## src/rtl/hex_page_sched.sv

```systemverilog
// Eight-digit HEX display scheduler: rotates valid sources on a dwell timer, with urgent preemption.
// Optional feature: define HEXSCHED_BLINK_EN to blink the display during an urgent grant.
module hex_page_sched #(
    parameter int unsigned NSRC       = 4,
    parameter int unsigned DWELL      = 50_000_000,
    parameter int unsigned HOLD       = 100_000_000,
    parameter int unsigned BLINK_HALF = 12_500_000
) (
    input  logic                 iCLK_50,
    input  logic                 iRST_N,
    input  logic [NSRC*32-1:0]   iSRC_DATA,
    input  logic [NSRC-1:0]      iSRC_VALID,
    input  logic [NSRC-1:0]      iURG_REQ,
    output logic [NSRC-1:0]      oURG_GNT,
    input  logic                 iFREEZE,
    output logic [31:0]          oDIGITS,
    output logic [7:0]           oBLANK,
    output logic [2:0]           oPAGE,
    output logic [1:0]           oMODE
);

    localparam int unsigned DW = (DWELL > 1) ? $clog2(DWELL) : 1;
    localparam int unsigned HW = (HOLD > 1) ? $clog2(HOLD) : 1;

    if (NSRC < 2 || NSRC > 8 || DWELL == 0 || HOLD == 0 || BLINK_HALF == 0) begin : g_param_err
        $error("hex_page_sched: parameter out of range");
    end

    typedef enum logic [1:0] {
        StIdle   = 2'd0,
        StRotate = 2'd1,
        StUrgent = 2'd2
    } mode_e;

    mode_e             r_mode, w_mode_d;
    logic [2:0]        r_page, w_page_d;
    logic [DW-1:0]     r_dwell, w_dwell_d;
    logic [HW-1:0]     r_hold, w_hold_d;
    logic [NSRC-1:0]   r_armed, w_armed_d;
    logic [NSRC-1:0]   r_gnt, w_gnt_d;
    logic [31:0]       r_digits, w_digits_d;
    logic [7:0]        r_blank, w_blank_d;

    logic [31:0]       w_sel;
    logic              w_cur_valid;
    logic [2:0]        w_lowest;
    logic [2:0]        w_next;
    logic [NSRC-1:0]   w_elig;
    logic [NSRC-1:0]   w_urg_onehot;
    logic [2:0]        w_urg_idx;

    // Nearest valid index strictly above cur, wrapping; cur itself only as a last resort.
    function automatic logic [2:0] f_next_valid(input logic [2:0] cur, input logic [NSRC-1:0] v);
        logic [2:0] res;
        int         best;
        int         d;
        res  = cur;
        best = int'(NSRC) + 1;
        for (int j = 0; j < int'(NSRC); j++) begin
            d = (j + int'(NSRC) - int'(cur)) % int'(NSRC);
            if (d == 0) d = int'(NSRC);
            if (v[j] && d < best) begin
                best = d;
                res  = 3'(j);
            end
        end
        return res;
    endfunction

    always_comb begin
        w_sel       = '0;
        w_cur_valid = 1'b0;
        w_lowest    = '0;
        w_urg_idx   = '0;
        for (int k = 0; k < int'(NSRC); k++) begin
            if (r_page == 3'(k)) begin
                w_sel       = iSRC_DATA[k*32 +: 32];
                w_cur_valid = iSRC_VALID[k];
            end
        end
        for (int k = int'(NSRC) - 1; k >= 0; k--) begin
            if (iSRC_VALID[k]) w_lowest = 3'(k);
            if (w_elig[k])     w_urg_idx = 3'(k);
        end
    end

    assign w_next       = f_next_valid(r_page, iSRC_VALID);
    assign w_elig       = iURG_REQ & iSRC_VALID & r_armed;
    assign w_urg_onehot = w_elig & (~w_elig + NSRC'(1));

    always_comb begin
        w_mode_d  = r_mode;
        w_page_d  = r_page;
        w_dwell_d = r_dwell;
        w_hold_d  = r_hold;
        w_gnt_d   = r_gnt;
        // A request seen low re-arms its source; a new grant disarms it below.
        w_armed_d = r_armed | ~iURG_REQ;
        unique case (r_mode)
            StIdle: begin
                if (|iSRC_VALID) begin
                    w_mode_d  = StRotate;
                    w_page_d  = w_lowest;
                    w_dwell_d = '0;
                end
            end
            StRotate: begin
                if (!(|iSRC_VALID)) begin
                    w_mode_d  = StIdle;
                    w_dwell_d = '0;
                end else if (|w_elig) begin
                    w_mode_d  = StUrgent;
                    w_page_d  = w_urg_idx;
                    w_gnt_d   = w_urg_onehot;
                    w_hold_d  = '0;
                    w_armed_d = w_armed_d & ~w_urg_onehot;
                end else if (!w_cur_valid || (!iFREEZE && r_dwell == DW'(DWELL - 1))) begin
                    w_page_d  = w_next;
                    w_dwell_d = '0;
                end else if (!iFREEZE) begin
                    w_dwell_d = r_dwell + DW'(1);
                end
            end
            StUrgent: begin
                if (!w_cur_valid || r_hold == HW'(HOLD - 1)) begin
                    w_mode_d  = StRotate;
                    w_dwell_d = '0;
                    w_gnt_d   = '0;
                end else begin
                    w_hold_d = r_hold + HW'(1);
                end
            end
            default: begin
                w_mode_d = StIdle;
                w_gnt_d  = '0;
            end
        endcase
        w_digits_d = (w_mode_d == StIdle) ? 32'h0 : w_sel;
    end

`ifdef HEXSCHED_BLINK_EN
    localparam int unsigned BW = (BLINK_HALF > 1) ? $clog2(BLINK_HALF) : 1;

    logic [BW-1:0] r_blink_cnt, w_blink_cnt_d;
    logic          r_blink_ph, w_blink_ph_d;

    // Blink phase restarts dark-off on every grant and is parked off outside URGENT.
    always_comb begin
        w_blink_cnt_d = '0;
        w_blink_ph_d  = 1'b0;
        if (r_mode == StUrgent && w_mode_d == StUrgent) begin
            if (r_blink_cnt == BW'(BLINK_HALF - 1)) begin
                w_blink_ph_d = ~r_blink_ph;
            end else begin
                w_blink_cnt_d = r_blink_cnt + BW'(1);
                w_blink_ph_d  = r_blink_ph;
            end
        end
        w_blank_d = (w_mode_d == StIdle) ? 8'hFF : (w_blink_ph_d ? 8'hFF : 8'h00);
    end

    always_ff @(posedge iCLK_50 or negedge iRST_N) begin
        if (!iRST_N) begin
            r_blink_cnt <= '0;
            r_blink_ph  <= 1'b0;
        end else begin
            r_blink_cnt <= w_blink_cnt_d;
            r_blink_ph  <= w_blink_ph_d;
        end
    end
`else
    assign w_blank_d = (w_mode_d == StIdle) ? 8'hFF : 8'h00;
`endif

    always_ff @(posedge iCLK_50 or negedge iRST_N) begin
        if (!iRST_N) begin
            r_mode   <= StIdle;
            r_page   <= '0;
            r_dwell  <= '0;
            r_hold   <= '0;
            r_armed  <= '1;
            r_gnt    <= '0;
            r_digits <= '0;
            r_blank  <= 8'hFF;
        end else begin
            r_mode   <= w_mode_d;
            r_page   <= w_page_d;
            r_dwell  <= w_dwell_d;
            r_hold   <= w_hold_d;
            r_armed  <= w_armed_d;
            r_gnt    <= w_gnt_d;
            r_digits <= w_digits_d;
            r_blank  <= w_blank_d;
        end
    end

    assign oURG_GNT = r_gnt;
    assign oDIGITS  = r_digits;
    assign oBLANK   = r_blank;
    assign oPAGE    = r_page;
    assign oMODE    = r_mode;

endmodule

```

## config.mk

```make
export PLATFORM = sky130hd
export DESIGN_NAME = hex_page_sched
export DESIGN_NICKNAME = d
export VERILOG_FILES = /design/src/rtl/hex_page_sched.sv
export SDC_FILE = /design/constraint.sdc
export NUM_CORES = 1
export LEC_CHECK = 0
export CAP_MARGIN = 0
export CELL_PAD_IN_SITES_DETAIL_PLACEMENT = 1
export CELL_PAD_IN_SITES_GLOBAL_PLACEMENT = 2
export CORE_AREA = 3 3 164 166
export CTS_CLUSTER_DIAMETER = 120
export CTS_CLUSTER_SIZE = 12
export DETAILED_ROUTE_END_ITERATION = 10
export DIE_AREA = 0 0 167 169
export GPL_TIMING_DRIVEN = 0
export PLACE_DENSITY = 0.85
export SLEW_MARGIN = 25
export SYNTH_ARGS = -nofsm -noshare
export SYNTH_HDL_FRONTEND = slang
export SYNTH_SLANG_ARGS = --single-unit
```

## constraint.sdc

```tcl
create_clock -name iCLK_50 -period 5.2 [get_ports iCLK_50]
set_clock_uncertainty 0.2 [all_clocks]
set_input_delay 0.52 -clock iCLK_50 [delete_from_list [all_inputs] [get_ports iCLK_50]]
set_output_delay 0.52 -clock iCLK_50 [all_outputs]
set_load 0.01 [all_outputs]
```

==> results.md, run 1 <==
* Die boundary width at 167 microns
* Run status: complete, no violations
* Die outline height at 169 microns
* Worst-path maximum fanout at 12
* Data arrival time of the critical path at 4950 ps
* Main synth FF type: dfrtp_1
* Initial drt markers at 279
* Most common cell in the netlist: a21oi_1
* Inserted Clock Buffers at 9
* Detailed placement HPWL at 18000 microns
* Number of buffers on the longest clock path at 2
* Fraction of synthesized cell area taken by the top area cell type at 38.0%
* Share of post-route cells with drive strength above 1 at 5.75%
* CTS Root Cell: clkbuf_16
* Cells along the critical path: dlygate4sd2_1 > nor2b_1 > ha_1 > nor2b_1 > or2_4 > nand2_1 > o21ai_1 > ha_1 > nand2b_2 > or3_4 > o32ai_4 > mux2_2 > ha_1 > nor3b_2 > o311ai_2 > nor3_2 > nor4_1 > nor2_1 > mux2_2
* Routed vias at 6526
* I/O Pins at 188
* Initial antenna violation count at 0
* Final cell count without fillers at 1309
* Async set-reset flop share out of synthesis at 100%
* Commonest cells in the synthesized netlist: a21oi_1 (138), nor2_1 (103), dfrtp_1 (93)
* Worst hold slack at 270 ps
* Post-synthesis cell count at 768
* Synthesized flop and latch total at 98
* Library cell contributing the largest single delay on the critical path: dlygate4sd2_1
* Synthesized Nets at 920
* Crit path time final at 4900 ps
* Via count of the first global-routing pass at 6842
* Latest clock arrival within the worst-skew pair at 360 ps
* Average routed wire per standard cell at 17.9 microns
* Fin worst setup slack at 299 ps
* Unrepaired setup endpoints after global routing: false
* Final antenna-violating net count at 0
* First-pass GRT wire length at 37300 microns
* Total number of yosys warnings at 0
* Power per standard cell area at 447 mW/mm^2
* Cell type group with the largest total delay on the critical path: simple AND/OR/NAND/NOR gates
* Layout net count at 1121
* TritonCTS clock tree: done
* Average cell area after synthesis at 7.97 sq um
* Worst slack at placement at -1240 ps
* Leakage power figure at 3.45 nW
* Number of vias per cell at 4.99
* Max-cap violations at 0
* Number of enable-type register cells in the synthesized netlist at 0
* Number of placed instances, taps included at 1290
* Buffers & Inverters on Critical Path at 1
* Remaining DRCs at 0
* Initial DRT Pass Iterations at 5
* Placeable core region at 0.0258 sq mm
* Final weighted congestion in routability-driven placement at 0.812
* Port Buffer Count at 186
* H-tree levels at 3
* Post-synthesis sequential area ratio at 40.2%
* Data required time of the critical path at 5250 ps
* Worst VDD drop at 163 uV
* Detailed-route wire length at 23500 microns
* Die ar. at 0.0282 sq mm
* Worst hold-check path type: reg2reg
* Effective utilization at floorplan at 23.7%
* Layout-stage area growth over the synthesis result at 44.4%
* Post-Syn Area at 0.00612 sq mm
* Critical path's largest stage delay at 470 ps
* Maximum number of pins on one net before global-route repair at 70
* Highest achievable clock rate at 204 MHz
* Final number of setup-violating endpoints at 0
* Most area-consuming cells after synthesis: dfrtp_1 (38%), a21oi_1 (11%), nor2_1 (6.3%)
* Final Hold Vio Count at 0
* Setup TNS at 0 ps
* N_diodes at 0
* Clock Sinks at 98
* CTS clock-pin slew for the worst setup and hold paths at 90 ps
* Total track usage at 16.3%
* Most area-hungry cell type in the Yosys netlist: dfrtp_1
* CP startpoint kind: input pin
* Number of distinct library cells after synthesis at 58
* Final cycle utilization of the critical path at 94.2%
* Crit path top cell by count: ha_1
* Classification of the worst setup path: in2reg
* Slew headroom at 52.1%
* Row count at 59
* Final number of max-transition violations at 0
* Kind of end point of the critical path: register
* Residual overflow from global routing at 0
* Worst-Margin Slew at 713 ps
## layout make-up
type	instances	area [sq um]
Buffer	52	235
Clock buffer	9	225
Clock inverter	7	86.3
Fill cell	3087	16900
Inverter	15	56.3
Multi-Input combinational cell	601	3420
Sequential cell	98	2460
Tap cell	335	419
Timing Repair Buffer	192	1930
## what timing repair did
item,4_1_cts,5_1_grt
endpoints found under the hold margin,28,0
endpoints found under the setup margin,2,2
pin swaps,3,2
hold buffers,1,0
resized for setup,10,8
buffers inserted,4,0
## report_power, final
| part | internal [mW] | switching, mW |
|---|---|---|
| Sequential | 0.919 | 0.0766 |
| Combinational | 0.920 | 1.32 |
| Clock | 0.383 | 0.334 |
## sequential cells by signal, summed over array words and instances (netlist names)
register and count:
oBLANK 1, oDIGITS 32, oMODE 2, oPAGE 2, oURG_GNT 4, r_armed 4, r_dwell 26, r_hold 27
## per-layer routing
layer	share of wire [%]	vias to the layer above	track usage, %
met5	0	-	0
met4	1.2	0	3.77
met3	7.9	20	5.67
met2	50	175	28.5
met1	41	3174	19.3
li1	-	3157	-
## cell families after synthesis
group	Yosys count	share of synthesized area (%)
AND/OR/NAND/NOR	352	29.7
multiplexers	3	0.552
buffers and inverters	69	4.85
XOR/XNOR	14	2.00
other	1	0.0613
AO/OA/AOI/OAI	218	20.0
adder cells (fa/ha/maj)	13	2.66
flip-flops	98	40.2
## cells in the final DEF, fill, tap and decap left out, drive strengths merged, types with 15 or more instances in the layout
cell type / n
or3: 23
dfrtp: 93
nor2: 103
buf: 22
inv: 18
nand3b: 33
nand2: 73
o21ai: 37
or4: 17
clkdlybuf4s50: 184
nand3: 32
nand4: 15
a21oi: 138
clkbuf: 45
## path summary, 6_finish.rpt
check / startpoint / to / slack, ps / depth (start not counted)
min in group asynchronous: iRST_N / oDIGITS[5] / 410 / 2
hold / removal: r_armed[1] / r_armed[1] / 270 / 2
hold reg to reg: r_armed[1] / r_armed[1] / 270 / 2
max in group asynchronous: iRST_N / r_armed[0] / 3680 / 3
setup reg to reg: oPAGE[1] / oPAGE[1] / 320 / 20
setup / recovery: iSRC_VALID[0] / oPAGE[1] / 300 / 19
## stage by stage
stage	area (sq um)	utilization [%]	total power [mW]
after CTS	8810	34.2	3.99
after global placement	8400	32.6	3.15
final	8830	34.3	3.95
after global routing	8830	34.3	4.30
after floorplan	6120	-	2.25
after detailed placement	8430	32.7	3.18
## worst register-to-register path: cells and delay by family, from the launching register on
kind	cells	cell delay, ps
AND/OR/NAND/NOR	10	1950
adder cells (fa/ha/maj)	4	860
multiplexers	2	740
AO/OA/AOI/OAI	3	530
flip-flops	1	380
buffers and inverters	1	110
No activity file was read; power rests on OpenSTA's default activity.
==> run 2, diff against run 1 <==
==> constraint.sdc (replaced) <==
create_clock -name iCLK_50 -period 5.2 [get_ports iCLK_50]
set_clock_uncertainty 0.2 [all_clocks]
set_input_delay 0.52 -clock iCLK_50 [delete_from_list [all_inputs] [get_ports iCLK_50]]
set_output_delay 0.52 -clock iCLK_50 [all_outputs]
set_load 0.005 [all_outputs]
==> results of run 2 <==
Same layout as run 1 (identical final DEF). Status: complete, no violations.
Main changes from that run: total power 3.95 mW -> 3.89 mW
==> run 3, diff against run 2 <==
--- a/config.mk
+++ b/config.mk
@@ -15,7 +15,7 @@
 export DIE_AREA = 0 0 167 169
 export GPL_TIMING_DRIVEN = 0
 export PLACE_DENSITY = 0.85
-export SLEW_MARGIN = 25
+export SLEW_MARGIN = 20
 export SYNTH_ARGS = -nofsm -noshare
 export SYNTH_HDL_FRONTEND = slang
 export SYNTH_SLANG_ARGS = --single-unit
==> run 3 against run 2 <==
Flip-flop and latch count is the same. Combinational power is essentially flat. Clock-buffer cell count grew 1. Sequential share of layout area grew 0.14 points. Clock power shrank 6.1%.
==> results.md, run 3 (same netlist as run 1, synthesis figures left out) <==
* Final cycle utilization of the critical path at 93.7% (-0.50 points)
* Fill cell instance count of the final layout at 3067 (-0.65%)
* Initial DRT Pass Iterations at 4 (-1)
* Die outline height at 169 microns (unchanged)
* Row count at 59 (unchanged)
* Placed inst area at 0.00843 sq mm (unchanged)
* Worst VDD drop at 190 uV
* Classification of the worst setup path: reg2reg
* Data required time of the critical path at 5240 ps (about the same)
* Number of flip-flops in the largest register at 32 (unchanged)
* Endpoint of the worst register-to-register path: oPAGE[1]
* Remaining DRCs at 0 (unchanged)
* Via count of the first global-routing pass at 6819 (-0.34%)
* Port Buffer Count at 186 (unchanged)
* Effective utilization at floorplan at 23.7% (unchanged)
* Data arrival time of the critical path at 4920 ps (-30 ps)
* Crit path time final at 4870 ps (-26.2 ps)
* Final number of max-transition violations at 0 (unchanged)
* Amount of wire on met2 after detailed routing at 11600 microns (-0.98%)
* Average routed wire per standard cell at 17.9 microns (about the same)
* Final Hold Vio Count at 0 (unchanged)
* Layout-stage area growth over the synthesis result at 43.7%
* N_diodes at 0 (unchanged)
* Slew headroom at 52.6% (+0.51 points)
* Maximum number of pins on one net before global-route repair at 70 (unchanged)
* Layout net count at 1121 (unchanged)
* CP startpoint kind: register
* Beginning of the worst register-to-register path: oPAGE[0]
* Die boundary width at 167 microns (unchanged)
* Final weighted congestion in routability-driven placement at 0.812 (unchanged)
* Final cell area excluding filler cells at 0.00879 sq mm (-0.50%)
* First-pass GRT wire length at 36800 microns (-1.5%)
* Max-cap violations at 0 (unchanged)
* Setup TNS at 0 ps (unchanged)
* Unrepaired setup endpoints after global routing: false
* Most common library cell in the layout ignoring fill and taps: clkdlybuf4s50_1
* Detailed-route wire length at 23500 microns (about the same)
* Top layer reached by signal wires: met4
* TritonCTS clock tree: done
* H-tree levels at 3 (unchanged)
* CTS Root Cell: clkbuf_16
* Total track usage at 16.0% (-0.26 points)
* Beginning of the worst hold path: r_armed[1]
* Critical Path Source: oPAGE[0]
* Critical path destination: oPAGE[1]
* Final antenna-violating net count at 0 (unchanged)
* Highest achievable clock rate at 205 MHz (+0.54%)
* Power per standard cell area at 437 mW/mm^2
* Residual overflow from global routing at 0 (unchanged)
* Setup slack on the worst flop-to-flop path at 330 ps (about the same)
* Worst-Margin Slew at 706 ps (-7.66 ps)
* CTS clock-pin slew for the worst setup and hold paths at 80 ps (about the same)
* Clock Sinks at 98 (unchanged)
* Initial drt markers at 224 (-20%)
* Post-Route M1 WL at 9850 microns (+1.9%)
* Latest clock arrival within the worst-skew pair at 350 ps (about the same)
* Worst-path maximum fanout at 8 (-4)
* Initial antenna violation count at 0 (unchanged)
* Most used cells in the layout excluding fill and tap cells: clkdlybuf4s50_1 (184), a21oi_1 (138), nor2_1 (103), dfrtp_1 (91), nand2_1 (73)
* I/O Pins at 188 (unchanged)
* Worst hold-check path type: reg2reg
* Leakage power figure at 3.42 nW (-0.75%)
* Number of vias per cell at 4.95 (-0.77%)
* Count of cells along the worst register-to-register path at 19 (-5.0%)
* Kind of end point of the critical path: register
* Placeable core region at 0.0258 sq mm (unchanged)
* Share of post-route cells with drive strength above 1 at 5.54% (-0.21 points)
* Routed vias at 6476 (-0.77%)
* Number of buffers on the longest clock path at 2 (unchanged)
* Die ar. at 0.0282 sq mm (unchanged)
* Final number of setup-violating endpoints at 0 (unchanged)
* Detailed placement HPWL at 17900 microns (-0.33%)
* Inserted Clock Buffers at 9 (unchanged)
* Run status: complete, no violations
* Detailed-routed wire length on met3 at 1730 microns (-6.1%)
-- run 3: repair_timing --
item	in CTS	in global routing
resized for setup	11	6
setup endpoints to repair	2	2
pin swaps	3	2
hold buffers	1	0
setup buffers	4	0
endpoints found under the hold margin	28	0
-- run 3: critical path: stages (launching register included) --
cell      delay, ps
dfrtp_2         430
buf_4           160
ha_4            190
ha_1            280
nor2b_1         160
or2_4           270
nand2_1          70
o21ai_1          90
ha_1            190
nand2b_2        230
or3_4           410
o32ai_4         280
mux2_2          370
ha_1            190
nor3b_1         190
o311ai_1        150
nor3_1          220
nor4_1           90
nor2_1          200
mux2_2          360
-- run 3: power breakdown --
part           internal, mW  switching (mW)
Combinational         0.915            1.26
Clock                 0.336           0.337
Sequential            0.919          0.0775
Total                  2.17            1.68
-- run 3: area by class of cell --
| type | count | area [sq um] | area share [%] |
|---|---|---|---|
| Multi-Input combinational cell | 601 | 3410 | 38.8 |
| Buffer | 52 | 234 | 2.66 |
| Tap cell | 335 | 419 | 4.77 |
| Clock buffer | 10 | 229 | 2.60 |
| Clock inverter | 6 | 58.8 | 0.669 |
| Timing Repair Buffer | 192 | 1930 | 21.9 |
| Sequential cell | 98 | 2460 | 28.0 |
| Inverter | 15 | 56.3 | 0.640 |
-- run 3: routing by layer --
layer / vias up / GRT usage, %
li1: 3150 / -
met1: 3151 / 19.1
met2: 154 / 28.1
met3: 21 / 5.51
met4: 0 / 3.59
met5: - / 0
-- run 3: metrics by stage --
| step | power (mW) | std cells | hold slack, ps | utilization, % | setup WS, ps |
|---|---|---|---|---|---|
| after floorplan | 2.19 | 768 | 24.4 | - | 174 |
| after global placement | 3.09 | 1289 | 250 | 32.6 | -1190 |
| after detailed placement | 3.12 | 1290 | 233 | 32.7 | -1220 |
| after CTS | 3.88 | 1310 | 273 | 34.1 | 13.0 |
| after global routing | 4.16 | 1309 | 297 | 34.1 | 50.4 |
| final | 3.85 | 1309 | 270 | 34.1 | 325 |
-- run 3: how the worst min path moves through the flow --
stage | endpoint | slack (ps) | cells past startpoint
floorplan | oDIGITS[0] | 20 | 0
global placement | r_armed[1] | 250 | 2
detailed placement | oDIGITS[5] | 230 | 1
CTS | r_armed[1] | 270 | 2
global route | r_armed[3] | 300 | 2
finish | r_armed[1] | 270 | 2
